==> src/rtl/pll_reset_seq_pkg.sv <==
// Shared definitions for the PLL reset sequencer.
//  - state_e  : sequencer FSM state encodings (3-bit)
//  - Def*     : default cycle constants for a 25 MHz reference clock
//  - max3     : helper used to size the shared cycle counter
package pll_reset_seq_pkg;

  typedef enum logic [2:0] {
    StPllRst   = 3'd0,
    StWaitLock = 3'd1,
    StStable   = 3'd2,
    StRun      = 3'd3,
    StFault    = 3'd4
  } state_e;

  localparam int unsigned DefPllRstCycles = 16;
  localparam int unsigned DefLockTimeout  = 25000;  // 1 ms at 25 MHz
  localparam int unsigned DefStableCycles = 1024;
  localparam int unsigned DefMaxRetries   = 3;
  localparam int unsigned DefSyncStages   = 2;

  function automatic int unsigned max3(input int unsigned a, input int unsigned b,
                                       input int unsigned c);
    int unsigned m;
    m = a;
    if (b > m) m = b;
    if (c > m) m = c;
    return m;
  endfunction

endpackage

==> src/rtl/sync_ff.sv <==
// Multi-flop synchroniser for a single asynchronous level signal.
// Ports:
//  clk_i  : destination clock
//  rst_ni : asynchronous active-low reset, all stages clear to 0
//  d_i    : asynchronous input
//  q_o    : synchronised output, STAGES edges behind d_i
module sync_ff #(
  parameter int unsigned STAGES = 2
) (
  input  logic clk_i,
  input  logic rst_ni,
  input  logic d_i,
  output logic q_o
);

  logic [STAGES-1:0] sync_q;
  logic [STAGES-1:0] sync_d;

  always_comb begin
    sync_d = {sync_q[STAGES-2:0], d_i};
  end

  always_ff @(posedge clk_i or negedge rst_ni) begin
    if (!rst_ni) begin
      sync_q <= '0;
    end else begin
      sync_q <= sync_d;
    end
  end

  assign q_o = sync_q[STAGES-1];

endmodule

==> src/rtl/pll_reset_seq.sv <==
// iCE40 PLL reset sequencer. Holds the PLL in reset, waits for a synchronised lock, qualifies
// it over a stable window and only then releases the system reset. Lock timeouts retry the PLL;
// too many failures latch FAULT until RESET or SW_RESTART.
// Ports:
//  REFERENCECLK : 25 MHz board clock (sole clock)
//  RESET        : asynchronous active-low reset
//  LOCK         : PLL lock, asynchronous
//  SW_RESTART   : 1-cycle pulse, restarts the sequence and clears retries/fault/lock-lost
//  PLL_RESETB   : active-low PLL reset
//  SYS_RESET_N  : active-low system reset, high only in RUN
//  READY        : high in RUN
//  FAULT        : high in FAULT
//  LOCK_LOST    : sticky, lock dropped while in RUN
//  RETRIES      : failed lock attempts so far (saturating)
module pll_reset_seq
  import pll_reset_seq_pkg::*;
#(
  parameter int unsigned PLL_RST_CYCLES = DefPllRstCycles,
  parameter int unsigned LOCK_TIMEOUT   = DefLockTimeout,
  parameter int unsigned STABLE_CYCLES  = DefStableCycles,
  parameter int unsigned MAX_RETRIES    = DefMaxRetries,
  parameter int unsigned SYNC_STAGES    = DefSyncStages
) (
  input  logic                               REFERENCECLK,
  input  logic                               RESET,
  input  logic                               LOCK,
  input  logic                               SW_RESTART,
  output logic                               PLL_RESETB,
  output logic                               SYS_RESET_N,
  output logic                               READY,
  output logic                               FAULT,
  output logic                               LOCK_LOST,
  output logic [$clog2(MAX_RETRIES+1)-1:0]   RETRIES
);

  localparam int unsigned CntMax = max3(PLL_RST_CYCLES, LOCK_TIMEOUT, STABLE_CYCLES);
  localparam int unsigned CntW   = $clog2(CntMax + 1);
  localparam int unsigned RetryW = $clog2(MAX_RETRIES + 1);

  localparam logic [CntW-1:0]   PllRstLast  = CntW'(PLL_RST_CYCLES - 1);
  localparam logic [CntW-1:0]   TimeoutLast = CntW'(LOCK_TIMEOUT - 1);
  localparam logic [CntW-1:0]   StableLast  = CntW'(STABLE_CYCLES - 1);
  localparam logic [RetryW-1:0] RetryMax    = RetryW'(MAX_RETRIES);

  logic lk;

  sync_ff #(
    .STAGES (SYNC_STAGES)
  ) u_lock_sync (
    .clk_i  (REFERENCECLK),
    .rst_ni (RESET),
    .d_i    (LOCK),
    .q_o    (lk)
  );

  state_e            state_q, state_d;
  logic [CntW-1:0]   cnt_q, cnt_d;
  logic [RetryW-1:0] retries_q, retries_d, retries_inc;
  logic              lock_lost_q, lock_lost_d;
  logic              pll_resetb_q, pll_resetb_d;
  logic              sys_reset_n_q, sys_reset_n_d;
  logic              ready_q, ready_d;
  logic              fault_q, fault_d;

  // Saturating increment so RETRIES never wraps.
  assign retries_inc = (retries_q == RetryMax) ? retries_q : retries_q + RetryW'(1);

  always_comb begin
    state_d     = state_q;
    cnt_d       = cnt_q;
    retries_d   = retries_q;
    lock_lost_d = lock_lost_q;

    unique case (state_q)
      StPllRst: begin
        if (cnt_q == PllRstLast) state_d = StWaitLock;
      end
      StWaitLock: begin
        if (lk) begin
          state_d = StStable;
        end else if (cnt_q == TimeoutLast) begin
          retries_d = retries_inc;
          state_d   = (retries_inc == RetryMax) ? StFault : StPllRst;
        end
      end
      StStable: begin
        // A lock drop here re-arms the timeout but is not a failed attempt.
        if (!lk) begin
          state_d = StWaitLock;
        end else if (cnt_q == StableLast) begin
          state_d = StRun;
        end
      end
      StRun: begin
        if (!lk) begin
          lock_lost_d = 1'b1;
          state_d     = StPllRst;
        end
      end
      StFault: begin
        state_d = StFault;
      end
      default: begin
        state_d = StPllRst;
      end
    endcase

    // Restart overrides any lock or timeout event on the same edge.
    if (SW_RESTART) begin
      state_d     = StPllRst;
      retries_d   = '0;
      lock_lost_d = 1'b0;
    end

    if (state_d == StRun) retries_d = '0;

    // Restart zeroes the counter even if already in PLL_RST.
    if ((state_d != state_q) || SW_RESTART) begin
      cnt_d = '0;
    end else if (state_q inside {StPllRst, StWaitLock, StStable}) begin
      cnt_d = cnt_q + CntW'(1);
    end

    // Outputs are decoded from the next state so they switch on the same edge as the state.
    pll_resetb_d  = state_d inside {StWaitLock, StStable, StRun};
    sys_reset_n_d = (state_d == StRun);
    ready_d       = (state_d == StRun);
    fault_d       = (state_d == StFault);
  end

  always_ff @(posedge REFERENCECLK or negedge RESET) begin
    if (!RESET) begin
      state_q       <= StPllRst;
      cnt_q         <= '0;
      retries_q     <= '0;
      lock_lost_q   <= 1'b0;
      pll_resetb_q  <= 1'b0;
      sys_reset_n_q <= 1'b0;
      ready_q       <= 1'b0;
      fault_q       <= 1'b0;
    end else begin
      state_q       <= state_d;
      cnt_q         <= cnt_d;
      retries_q     <= retries_d;
      lock_lost_q   <= lock_lost_d;
      pll_resetb_q  <= pll_resetb_d;
      sys_reset_n_q <= sys_reset_n_d;
      ready_q       <= ready_d;
      fault_q       <= fault_d;
    end
  end

  assign PLL_RESETB  = pll_resetb_q;
  assign SYS_RESET_N = sys_reset_n_q;
  assign READY       = ready_q;
  assign FAULT       = fault_q;
  assign LOCK_LOST   = lock_lost_q;
  assign RETRIES     = retries_q;

endmodule

==> config.mk <==
export PLATFORM = sky130hd
export DESIGN_NAME = pll_reset_seq
export DESIGN_NICKNAME = d
export VERILOG_FILES = /design/src/rtl/pll_reset_seq_pkg.sv /design/src/rtl/sync_ff.sv /design/src/rtl/pll_reset_seq.sv
export SDC_FILE = /design/constraint.sdc
export NUM_CORES = 1
export LEC_CHECK = 0
export CAP_MARGIN = 20
export CORE_MARGIN = 8
export CORE_UTILIZATION = 35
export CTS_CLUSTER_DIAMETER = 60
export DETAILED_ROUTE_END_ITERATION = 10
export DONT_BUFFER_PORTS = 1
export GPL_TIMING_DRIVEN = 0
export PLACE_DENSITY_LB_ADDON = 0.08
export SYNTH_ARGS = -nofsm -noshare
export SYNTH_HDL_FRONTEND = slang
export SYNTH_HIERARCHICAL = 1
export SYNTH_SLANG_ARGS = --single-unit
export TNS_END_PERCENT = 30
==> constraint.sdc <==
create_clock -name REFERENCECLK -period 4.3 [get_ports REFERENCECLK]
set_input_delay 1.29 -clock REFERENCECLK [delete_from_list [all_inputs] [get_ports REFERENCECLK]]
set_output_delay 1.29 -clock REFERENCECLK [all_outputs]
set_load 0.005 [all_outputs]
### Yosys cells after proc, flatten, opt, wreduce, memory -nomap -nowiden

Cells that the tools add are included.

| operators by class | value |
|---|---|
| reductions and logical operators | 10 |
| equality and inequality tests | 16 |
| add/subtract/negate cells | 2 |
| muxes and demuxes | 20 |

Operators by type and width:

| operator | number |
|---|---|
| 15-bit 2-to-1 mux | 2 |
| 3-bit 2-to-1 mux | 8 |
| 15-bit by 1-bit adder with 15-bit output, second input constant | 1 |
| 15-bit by 10-bit == test with 1-bit output, second input constant | 1 |
| 15-bit == test, second input constant | 1 |
| 15-bit by 4-bit == test with 1-bit output, second input constant | 1 |
| 3-bit one-hot mux with 5 select lines | 1 |
| 3-bit by 2-bit == test with 1-bit output, second input constant | 4 |
| 2-bit 2-to-1 mux | 6 |
| 3-bit nonzero test | 4 |
| 3-bit by 1-bit == test with 1-bit output, second input constant | 2 |
| 3-bit == test, second input constant | 2 |
| 2-bit == test, second input constant | 2 |
| 2-bit nonzero test | 2 |
| 3-bit logical NOT | 1 |
| 1-bit 2-to-1 mux | 3 |
| 3-bit != test | 1 |
| 3-bit != test, second input constant | 1 |
| 3-bit AND reduction | 1 |
| 2-bit by 1-bit adder with 2-bit output, second input constant | 1 |
| 2-bit != test, second input constant | 1 |
| 2-bit AND reduction | 1 |
| 1-bit logical OR | 1 |

| word-level totals | value |
|---|---|
| register bits | 26 |
| input bits | 4 |
| word-level logic and storage cells | 56 |
| output and inout bits | 7 |

### Depth between registers and ports, before layout

Gate-level depths: netlist (run 1).

| depth | value |
|---|---|
| depth in word-level cells | 11 |
| depth in mapped cells | 7 |
| mapped depth without buffers | 6 |

### By module

The synthesis (run 1) kept the hierarchy.

Modules (own cells, without submodules):

| module | instances | cells each | area each (um^2) | seq. area each (um^2) |
|---|---|---|---|---|
| pll_reset_seq | 1 | 134 | 1,390.1 | 600.6 |
| sync_ff | 1 | 2 | 50.0 | 50.0 |

### Worst setup path after synthesis (run 1)

No wires, ideal clock.

| timing | value |
|---|---|
| path type | input port to flip-flop |
| start | input port SW_RESTART |
| end | register cnt_q[1] |
| cell stages on the path | 6 |
| setup slack | 1.500 ns |
| data required time | 4.227 ns |
| arrival time | 2.727 ns |
| buffers on the path | 2 |
| library setup time | 0.073 ns |
| cell sequence | buf_4 -> or3_1 -> or3_2 -> a21bo_2 -> buf_6 -> a21oi_2 |

| between the ends | value |
|---|---|
| longest elaborated chain between the ends | 4 |

Ends and longest elaborated chain:

| element | line | source |
|---|---|---|
| from (decl) | pll_reset_seq.sv:27 | `input logic SW_RESTART,` |
| 3-bit 2-to-1 mux | pll_reset_seq.sv:109 | `if (SW_RESTART) begin` |
| 3-bit != test | pll_reset_seq.sv:118 | `if ((state_d != state_q) \|\| SW_RESTART) begin` |
| 1-bit logical OR * | pll_reset_seq.sv:118 |  |
| 15-bit 2-to-1 mux / 2-bit nonzero test (equally long branches) | -- |  |
| to (signal assigned) | pll_reset_seq.sv:143 | `cnt_q <= cnt_d;` |
| to (decl) | pll_reset_seq.sv:57 | `logic [CntW-1:0] cnt_q, cnt_d;` |

Mark *: on every way between the ends. The rest lies on a longest branch, timed or not.
A chain may end at the register's enable or synchronous reset.

### Worst setup path in the final report (run 1)

| timing | value |
|---|---|
| start | input port SW_RESTART |
| end | register cnt_q[5] |

The elaborated chain is that of the path after synthesis.

==> results_dict.tcl, run 1 <==
set metrics [dict create \
    ys_seq_elements 26 \
    mostFrequentLayoutCells "26 x dfrtp_1, 14 x nor2_1, 13 x nand2_1" \
    ir_drop_v 0.000168 \
    power_uw 475 \
    hold_path.class "reg2reg" \
    place_inst 186 \
    syn_inst 136 \
    slowest_delay_ps 530 \
    critPathSlowestCell "or3_2" \
    holdWs_ps 359 \
    drc 0 \
    mostFrequentLayoutCell "dfrtp_1" \
    first_global_vias 1006 \
    rows 23 \
    ctsResizeCount 0 \
    rsz0062_at_grt "false" \
    place.gp.congestion 0.876 \
    synth_top_area_share 0.452 \
    postCtsSetupRepairBufs 0 \
    power.density_nw_per_um2 302 \
    p_leak_uw 0.000609 \
    critPathCapture "cnt_q[5]" \
    fin_cells 190 \
    synth_cell_type_count 39 \
    synthAdderAreaFrac 0.00869 \
    grt_max_degree 27 \
    worstReg2RegEnd "cnt_q[5]" \
    cts_buffer_depth 2 \
    fin_crit_ps 2600 \
    die_x_um 80.1 \
    core_area_um2 3970 \
    ctsRootBufferMaster "clkbuf_8" \
    required_ps 4510 \
    grt_use_met2 0.137 \
    ant_nets 0 \
    num_vias 1018 \
    yosys.area_share.simple 0.262 \
    tns_ps 0 \
    vias_per_cell 5.36 \
    insertion_delay_ps 280 \
    netlist_area_um2 1440 \
    final_hold_viol_count 0 \
    top_usage_layer "met2" \
    setup_violations 0 \
    cts.clk_slew.worst_paths_ps 100 \
    wirelength_mm 2.88 \
    path_cells "buf_4, or3_1, or3_2, a21bo_2, buf_6, a21oi_2" \
    synth-xor-area-share 0.0912 \
    port_buffers 0 \
    synth-compound-area-share 0.120 \
    synth_mux_area_frac 0.0139 \
    cts_tree "done" \
    grtUsageMet3 0.0268 \
    fp.dieArea_um2 6420 \
    grt-ovfl-total 0 \
    rr_startpoint "cnt_q[4]" \
    relSlewSlack 0.421 \
    ys_seq_area_frac 0.452 \
    crit_path_start "SW_RESTART" \
    post-route-period-util 0.606 \
    yosys-top-cells-area "dfrtp_1 45%, a21oi_2 6.7%, xnor2_1 5.5%" \
    fin_skew_ps 9.19 \
    htree_levels 1 \
    grt_first_pass_wirelength_mm 5.02 \
    die_h_um 80.1 \
    ys_warn_count 6 \
    syn_to_final_growth_pct 9.30 \
    use_met1 0.135 \
    antenna_found_initial 0 \
    start_kind "primary input" \
    end_kind "register" \
    crit_arrival_ps 2820 \
    outcome "completed" \
    drv_cap 0 \
    initial_core_util 0.363 \
    rr_worst_depth 6 \
    dp_hpwl_mm 1.99 \
    tightestPinTransition_ps 856 \
    grt_usage 0.0978 \
    clock-sinks 26 \
    ios 11 \
    rrSetupSlack_ps 2150 \
    crit_fanout 10 \
    routedWlPerCell_um 15.1 \
    synth_area_per_cell_um2 10.6 \
    holdBufCountCts 0 \
    synth_top_cell_by_area "dfrtp_1" \
    path_class "in2reg" \
    synth_top_family_by_area "simple AND/OR/NAND/NOR gates" \
    finish.utilization 0.396 \
    cts-buffers-inserted 3 \
    fin_nets 146 \
    drive_gt1_frac 0.221 \
    slew_viol_final 0 \
    max_freq_mhz 384 \
    antennaDiodeCount 0 \
    syn_nets 141 \
    drtIter0Drc 87 \
    dr.pass1.iters 4 \
]
-- cells by family after synthesis --
logic type               Yosys count
AO/OA/AOI/OAI                     22
XOR/XNOR                          15
adder cells (fa/ha/maj)            1
buffers and inverters              8
flip-flops                        26
multiplexers                       2
AND/OR/NAND/NOR                   62
-- worst min-delay path by stage --
stage,startpoint,slack (ps),depth (start not counted),end
final,u_lock_sync/sync_q[0],360,0,u_lock_sync/sync_q[1]
after global routing,u_lock_sync/sync_q[0],370,0,u_lock_sync/sync_q[1]
after CTS,u_lock_sync/sync_q[0],360,0,u_lock_sync/sync_q[1]
after detailed placement,u_lock_sync/sync_q[0],340,0,u_lock_sync/sync_q[1]
after global placement,u_lock_sync/sync_q[0],340,0,u_lock_sync/sync_q[1]
after floorplan,u_lock_sync/sync_q[0],330,0,u_lock_sync/sync_q[1]
-- registers in the layout, summed over array words and instances (netlist names) --
signal              flops
cnt_q                  15
PLL_RESETB              1
state_q                 3
RETRIES                 2
LOCK_LOST               1
FAULT                   1
READY                   1
u_lock_sync/sync_q      2
-- per-layer routing --
metal  vias up  wire length (µm)  share of wire
met1       492              1420           0.49
met2        25              1280           0.45
met4         0                56          0.019
met3         7               120          0.042
li1        494                 -              -
met5         -                 0              0
-- per-stage QoR --
stage | setup slack, ps | area, µm²
5_1_grt | 1640 | 1570
4_1_cts | 1690 | 1570
2_1_floorplan | 1500 | 1440
3_5_place_dp | 1410 | 1500
3_3_place_gp | 1410 | 1500
6_report | 1700 | 1570
-- synth_stat cells --
| cell | n |
|---|---|
| dfrtp_1 | 26 |
| nor2_1 | 14 |
| nand2_1 | 13 |
| a21oi_2 | 11 |
| xnor2_1 | 9 |
| xor2_1 | 6 |
| buf_6 | 5 |
| nor3_1 | 5 |
| a21oi_1 | 4 |
| nand4_1 | 4 |
| nand3_1 | 3 |
| a211oi_1 | 2 |
| a31oi_1 | 2 |
| and3_1 | 2 |
| buf_4 | 2 |
| mux2i_1 | 2 |
| nor3b_1 | 2 |
| nor4_1 | 2 |
| nor4b_1 | 2 |
| a21bo_2 | 1 |
| and2_1 | 1 |
| and4_2 | 1 |
| ha_1 | 1 |
| inv_1 | 1 |
| nand2b_1 | 1 |
| nand3b_1 | 1 |
| nand4b_1 | 1 |
| nand4bb_4 | 1 |
| nor4_4 | 1 |
| nor4bb_1 | 1 |
| o211ai_2 | 1 |
| o22ai_1 | 1 |
| or2_1 | 1 |
| or2b_2 | 1 |
| or3_1 | 1 |
| or3_2 | 1 |
| or3b_2 | 1 |
| or4_1 | 1 |
| or4_4 | 1 |
-- power breakdown --
group / leakage, µW / switching (µW) / internal, µW
sequential: 0.000356 / 3.64 / 248
clock: 0.0000357 / 84.0 / 125
combinational: 0.000217 / 8.47 / 6.39
total: 0.000609 / 96.1 / 379
-- cell type report --
class / count / area, µm²
clock inverters: 1 / 30.0
multi-input cells: 102 / 714
flip-flops and latches: 26 / 651
fillers: 401 / 2400
well taps: 50 / 62.6
inverters: 1 / 3.75
plain buffers: 7 / 71.3
clock buffers: 3 / 41.3
-- worst max-delay path: cells and delay by family --
family	cells	cell delay, ps
compound gates	2	360
buf+inv	2	300
simple gates	2	860
Note: power is estimated with default switching activity, not from simulation.
==> run 2, diff against run 1 <==
==> constraint.sdc (replaced) <==
create_clock -name REFERENCECLK -period 2.28 [get_ports REFERENCECLK]
set_input_delay 0.684 -clock REFERENCECLK [delete_from_list [all_inputs] [get_ports REFERENCECLK]]
set_output_delay 0.684 -clock REFERENCECLK [all_outputs]
set_load 0.005 [all_outputs]
==> results of run 2 <==
The final DEF is identical to that of run 1. Status: completed.
Main changes from that run: setup slack after placement 1410 ps -> -8.95 ps; setup slack after layout 1700 ps -> 129 ps; hold slack 359 ps -> 80.2 ps; start point of the critical path SW_RESTART -> cnt_q[4]; register-to-register setup slack 2150 ps -> 130 ps; total power 475 µW -> 896 µW; worst IR drop on VDD 0.000168 V -> 0.000317 V
==> run 3, diff against run 2 <==
--- a/config.mk
+++ b/config.mk
@@ -6,11 +6,11 @@
 export NUM_CORES = 1
 export LEC_CHECK = 0
 export CAP_MARGIN = 20
+export CORE_ASPECT_RATIO = 0.8
 export CORE_MARGIN = 8
-export CORE_UTILIZATION = 35
+export CORE_UTILIZATION = 32
 export CTS_CLUSTER_DIAMETER = 60
 export DETAILED_ROUTE_END_ITERATION = 10
-export DONT_BUFFER_PORTS = 1
 export GPL_TIMING_DRIVEN = 0
 export PLACE_DENSITY_LB_ADDON = 0.08
 export SYNTH_ARGS = -nofsm -noshare
==> run 3 against run 2 <==
Effect of this change: combinational power increased by 54%; sequential power barely moved; fmax increased by 2.3%; global-route usage is 0.29 points lower; cell count increased by 11%; setup slack better by 48 ps; highest routed layer unchanged; clock power decreased by 2%; utilization down 1.7 points; critical endpoint is now cnt_q[0].
==> results_dict.tcl, run 3 (same netlist as run 1, synthesis figures left out) <==
set metrics [dict create \
    grt-ovfl-total 0 \
    relSlewSlack 0.419 \
    num_vias 1021 \
    drtIter0Drc 58 \
    die_x_um 91.0 \
    crit_arrival_ps 2310 \
    die_h_um 76 \
    p_leak_uw 0.000648 \
    grtUsageMet3 0.0285 \
    rsz0062_at_grt "false" \
    start_kind "register" \
    rr_startpoint "cnt_q[4]" \
    n_fill_cell 464 \
    drc 0 \
    drive_gt1_frac 0.213 \
    cts.clk_slew.worst_paths_ps 100 \
    fin_nets 156 \
    regMostFlops "cnt_q" \
    ctsResizeCount 0 \
    rrSetupSlack_ps 180 \
    path_class "reg2reg" \
    worstReg2RegEnd "cnt_q[0]" \
    routedWlPerCell_um 14.6 \
    power_uw 902 \
    crit_fanout 10 \
    holdBufCountCts 0 \
    insertion_delay_ps 270 \
    reg.largest.list "cnt_q x15, state_q x3" \
    first_global_vias 1059 \
    largest_register_ff_count 15 \
    initial_core_util 0.323 \
    cts_buffer_depth 2 \
    end_kind "register" \
    hold_path.class "reg2reg" \
    syn_to_final_growth_pct 17.5 \
    drv_cap 0 \
    grt_max_degree 16 \
    rr_worst_depth 6 \
    regArea_um2 651 \
    hold_path_depth 0 \
    grt_first_pass_wirelength_mm 5.44 \
    setup_violations 0 \
    top_usage_layer "met2" \
    holdWs_ps 357 \
    place.gp.congestion 0.783 \
    ctsRootBufferMaster "clkbuf_8" \
    core_area_um2 4460 \
    hp-start "u_lock_sync/sync_q[0]" \
    required_ps 2490 \
    vias_per_cell 4.86 \
    mostFrequentLayoutCells "26 x dfrtp_1, 14 x nor2_1, 13 x nand2_1" \
    outcome "completed" \
    ant_nets 0 \
    mostFrequentLayoutCell "dfrtp_1" \
    power.density_nw_per_um2 533 \
    dp_hpwl_mm 2.32 \
    tightestPinTransition_ps 859 \
    grt_use_met2 0.138 \
    slew_viol_final 0 \
    post-route-period-util 0.922 \
    antenna_found_initial 0 \
    max_freq_mhz 476 \
    port_buffers 9 \
    htree_levels 1 \
    whs_endpoint "u_lock_sync/sync_q[1]" \
    grt_usage 0.0950 \
    antennaDiodeCount 0 \
    fin_crit_ps 2100 \
    final_hold_viol_count 0 \
    tns_ps 0 \
    ir_drop_v 0.000267 \
    wirelength_mm 3.07 \
    multi_input_area_um2 714 \
    fin_skew_ps 7.64 \
    clock-sinks 26 \
    ios 11 \
    dr.pass1.iters 4 \
    use_met1 0.134 \
    fp.dieArea_um2 6920 \
    cts-buffers-inserted 3 \
    postCtsSetupRepairBufs 0 \
    rows 22 \
    cts_tree "done" \
]
-- run 3: cell count changes in the layout (fill, tap and decap cells not counted), sizes merged --
| cell | previous run | this run |
|---|---|---|
| clkdlybuf4s50 | 0 | 9 |
| buf | 7 | 8 |
-- run 3: how the worst max path moves through the flow --
stage / slack, ps / from / to
after CTS: 90 / cnt_q[4] / cnt_q[0]
after floorplan: 90 / SW_RESTART / cnt_q[1]
final: 180 / cnt_q[4] / cnt_q[0]
after global routing: 80 / cnt_q[4] / cnt_q[10]
after global placement: -10 / SW_RESTART / cnt_q[8]
after detailed placement: -9 / SW_RESTART / cnt_q[5]
-- run 3: final cells by class --
| class | instances | share of cell area |
|---|---|---|
| Timing Repair Buffer | 10 | 0.0621 |
| Inverter | 1 | 0.00222 |
| Sequential cell | 26 | 0.385 |
| Tap cell | 60 | 0.0444 |
| Clock buffer | 3 | 0.0244 |
| Buffer | 7 | 0.0422 |
| Clock inverter | 1 | 0.0178 |
| Multi-Input combinational cell | 102 | 0.422 |
-- run 3: per-stage QoR --
| stage | cell area (µm²) | std cells | util | setup WS [ps] |
|---|---|---|---|---|
| global placement | 1610 | 205 | 0.360 | -10.8 |
| finish | 1690 | 210 | 0.379 | 178 |
| floorplan | 1440 | 136 | - | 85.8 |
| global route | 1690 | 210 | 0.379 | 76.8 |
| detailed placement | 1620 | 206 | 0.363 | -9.02 |
| CTS | 1690 | 210 | 0.379 | 87.7 |
-- run 3: power breakdown --
| group | switching [µW] | total, µW | internal [µW] |
|---|---|---|---|
| sequential | 6.39 | 473 | 467 |
| combinational | 25.8 | 43.2 | 17.3 |
| clock | 150 | 385 | 235 |
-- run 3: worst max-delay path: stages (launching register included) --
cell	delay (ps)
dfrtp_1	470
or4_4	590
nor4_1	280
a31oi_1	180
a21bo_2	240
buf_6	150
a21oi_2	110
-- run 3: layer usage --
layer  wire length [µm]  share of wire
met1               1650           0.54
met2               1270           0.41
met3                128          0.042
met4                 22         0.0072
met5                  0              0
==> variant (flow settings as in run 1) <==
The output `FAULT` loses its register stage (`fault_q` becomes a continuous assignment).
--- a/src/rtl/pll_reset_seq.sv
+++ b/src/rtl/pll_reset_seq.sv
@@ -137,7 +137,6 @@
       pll_resetb_q  <= 1'b0;
       sys_reset_n_q <= 1'b0;
       ready_q       <= 1'b0;
-      fault_q       <= 1'b0;
     end else begin
       state_q       <= state_d;
       cnt_q         <= cnt_d;
@@ -146,9 +145,10 @@
       pll_resetb_q  <= pll_resetb_d;
       sys_reset_n_q <= sys_reset_n_d;
       ready_q       <= ready_d;
-      fault_q       <= fault_d;
     end
   end
+
+  assign fault_q = fault_d;
 
   assign PLL_RESETB  = pll_resetb_q;
   assign SYS_RESET_N = sys_reset_n_q;
Formal check against the unedited RTL: same outputs for any inputs over 10 cycles, from zero or initial values and one cycle with RESET low; that may be too few to reach the edited logic, so the function may still have changed.
==> variant against run 1 <==
Setup slack got worse by 1.0 ns; core utilization rose by 0.096 points; synthesized cell count fell by 5.1%; design area fell by 6.2%; count of clock-buffer cells in the layout rose by 1; routed wire length fell by 13%; critical path depth did not move; sequential cell count fell by 1; power fell by 17%; sequential power fell by 3%; synthesized area fell by 5.0%; first-iteration DRC count fell by 26%; final cell count fell by 4.2%; non-clock buffer count did not move; largest cell class unchanged; largest power group unchanged.
==> variant: results (changes against run 1) <==
compound-cell area share of the yosys netlist=8.60% (-3.4 points); first-pass GRT wire length=4400 um (-13%); hold slack final=0.357 ns (-0.00192 ns); worst-path fanout max=5 (-5); Layout fillers=383 (-4.5%); proportion of layout cells with a drive suffix above 1=20.9% (-1.2 points); maximum clock skew at final layout=0.00546 ns (-0.00374 ns); sum of routed wire length over all layers=2500 um (-13%); clock transition at the registers of the reported paths=0.08 ns (-0.02 ns); fin cells=182 (-4.2%); Synth Area in XOR/XNOR=8.97% (-0.16 points); portion of netlist area occupied by mux cells=0.732% (-0.66 points); Net Count, Synth=134 (-5.0%); average vias per placed instance=5.09 (-5.0%); worst max-slew margin expressed relative to the limit=39.4% (-2.7 points); insertion delay to the later sink of the worst-skew pair=0.26 ns (-0.02 ns); run status=complete, no violations; mean post-synth cell area=10.6 um2 (+0.11%); placed wire-length estimate=1850 um (-6.8%); main area contributors after synthesis=dfrtp_1 46%, xor2_1 5.1%, nor2_2 4.6%, nor2_1 4.4%, xnor2_1 3.8%; GRT Util Overall=8.62% (-1.2 points); period utilization=84.3% (+24 points); number of global-route vias before repair=909 (-9.6%); final-stage net count=140 (-4.1%); part of the Yosys area used for sequential elements=45.7% (+0.57 points); First DRT Iteration DRCs=64 (-26%)
==> variant: cells by family after synthesis <==
group / Yosys count
AND/OR/NAND/NOR: 66
flip-flops: 25
XOR/XNOR: 14
AO/OA/AOI/OAI: 12
buffers and inverters: 10
multiplexers: 1
adder cells (fa/ha/maj): 1
==> variant: layout make-up <==
type | count | share of cell area [%]
multi-input cells | 94 | 44.4
flip-flops and latches | 25 | 42.4
plain buffers | 6 | 4.83
well taps | 48 | 4.07
clock buffers | 4 | 3.05
inverters | 4 | 1.02
repair buffers | 1 | 0.254
==> variant: critical path, stage by stage, from the launching register on <==
cell and delay, ns:
dfrtp_1 0.45, ha_1 0.25, or4b_4 0.51, and4bb_2 0.33, nor2b_1 0.26, a22oi_1 0.12, nor2_1 0.15
==> variant: final timing paths <==
check	endpoint	cells past startpoint	from
setup / recovery	FAULT	6	cnt_q[0]$_DFFE_PN0P_
hold / removal	u_lock_sync/sync_q[1]$_DFF_PN0_	0	u_lock_sync/sync_q[0]$_DFF_PN0_
setup reg to reg	cnt_q[2]$_DFFE_PN0P_	7	cnt_q[0]$_DFFE_PN0P_
hold reg to reg	u_lock_sync/sync_q[1]$_DFF_PN0_	0	u_lock_sync/sync_q[0]$_DFF_PN0_
max in group asynchronous	cnt_q[14]$_DFFE_PN0P_	0	RESET
min in group asynchronous	LOCK_LOST$_DFFE_PN0P_	0	RESET
==> variant: layer usage <==
| layer | vias to the layer above | global-route usage (%) | part of all wire [%] |
|---|---|---|---|
| li1 | 463 | - | - |
| met1 | 449 | 11.7 | 51 |
| met2 | 10 | 12.7 | 44 |
| met3 | 4 | 2.96 | 3.9 |
| met4 | 0 | 2.22 | 0.84 |
| met5 | - | 0 | 0 |
==> variant: power by group <==
part | leakage, nW | switching [mW] | total (mW) | internal [mW]
Clock | 0.0228 | 0.0693 | 0.135 | 0.0661
Combinational | 0.247 | 0.00997 | 0.0183 | 0.00835
Sequential | 0.342 | 0.00436 | 0.243 | 0.238
Total | 0.612 | 0.0836 | 0.396 | 0.313
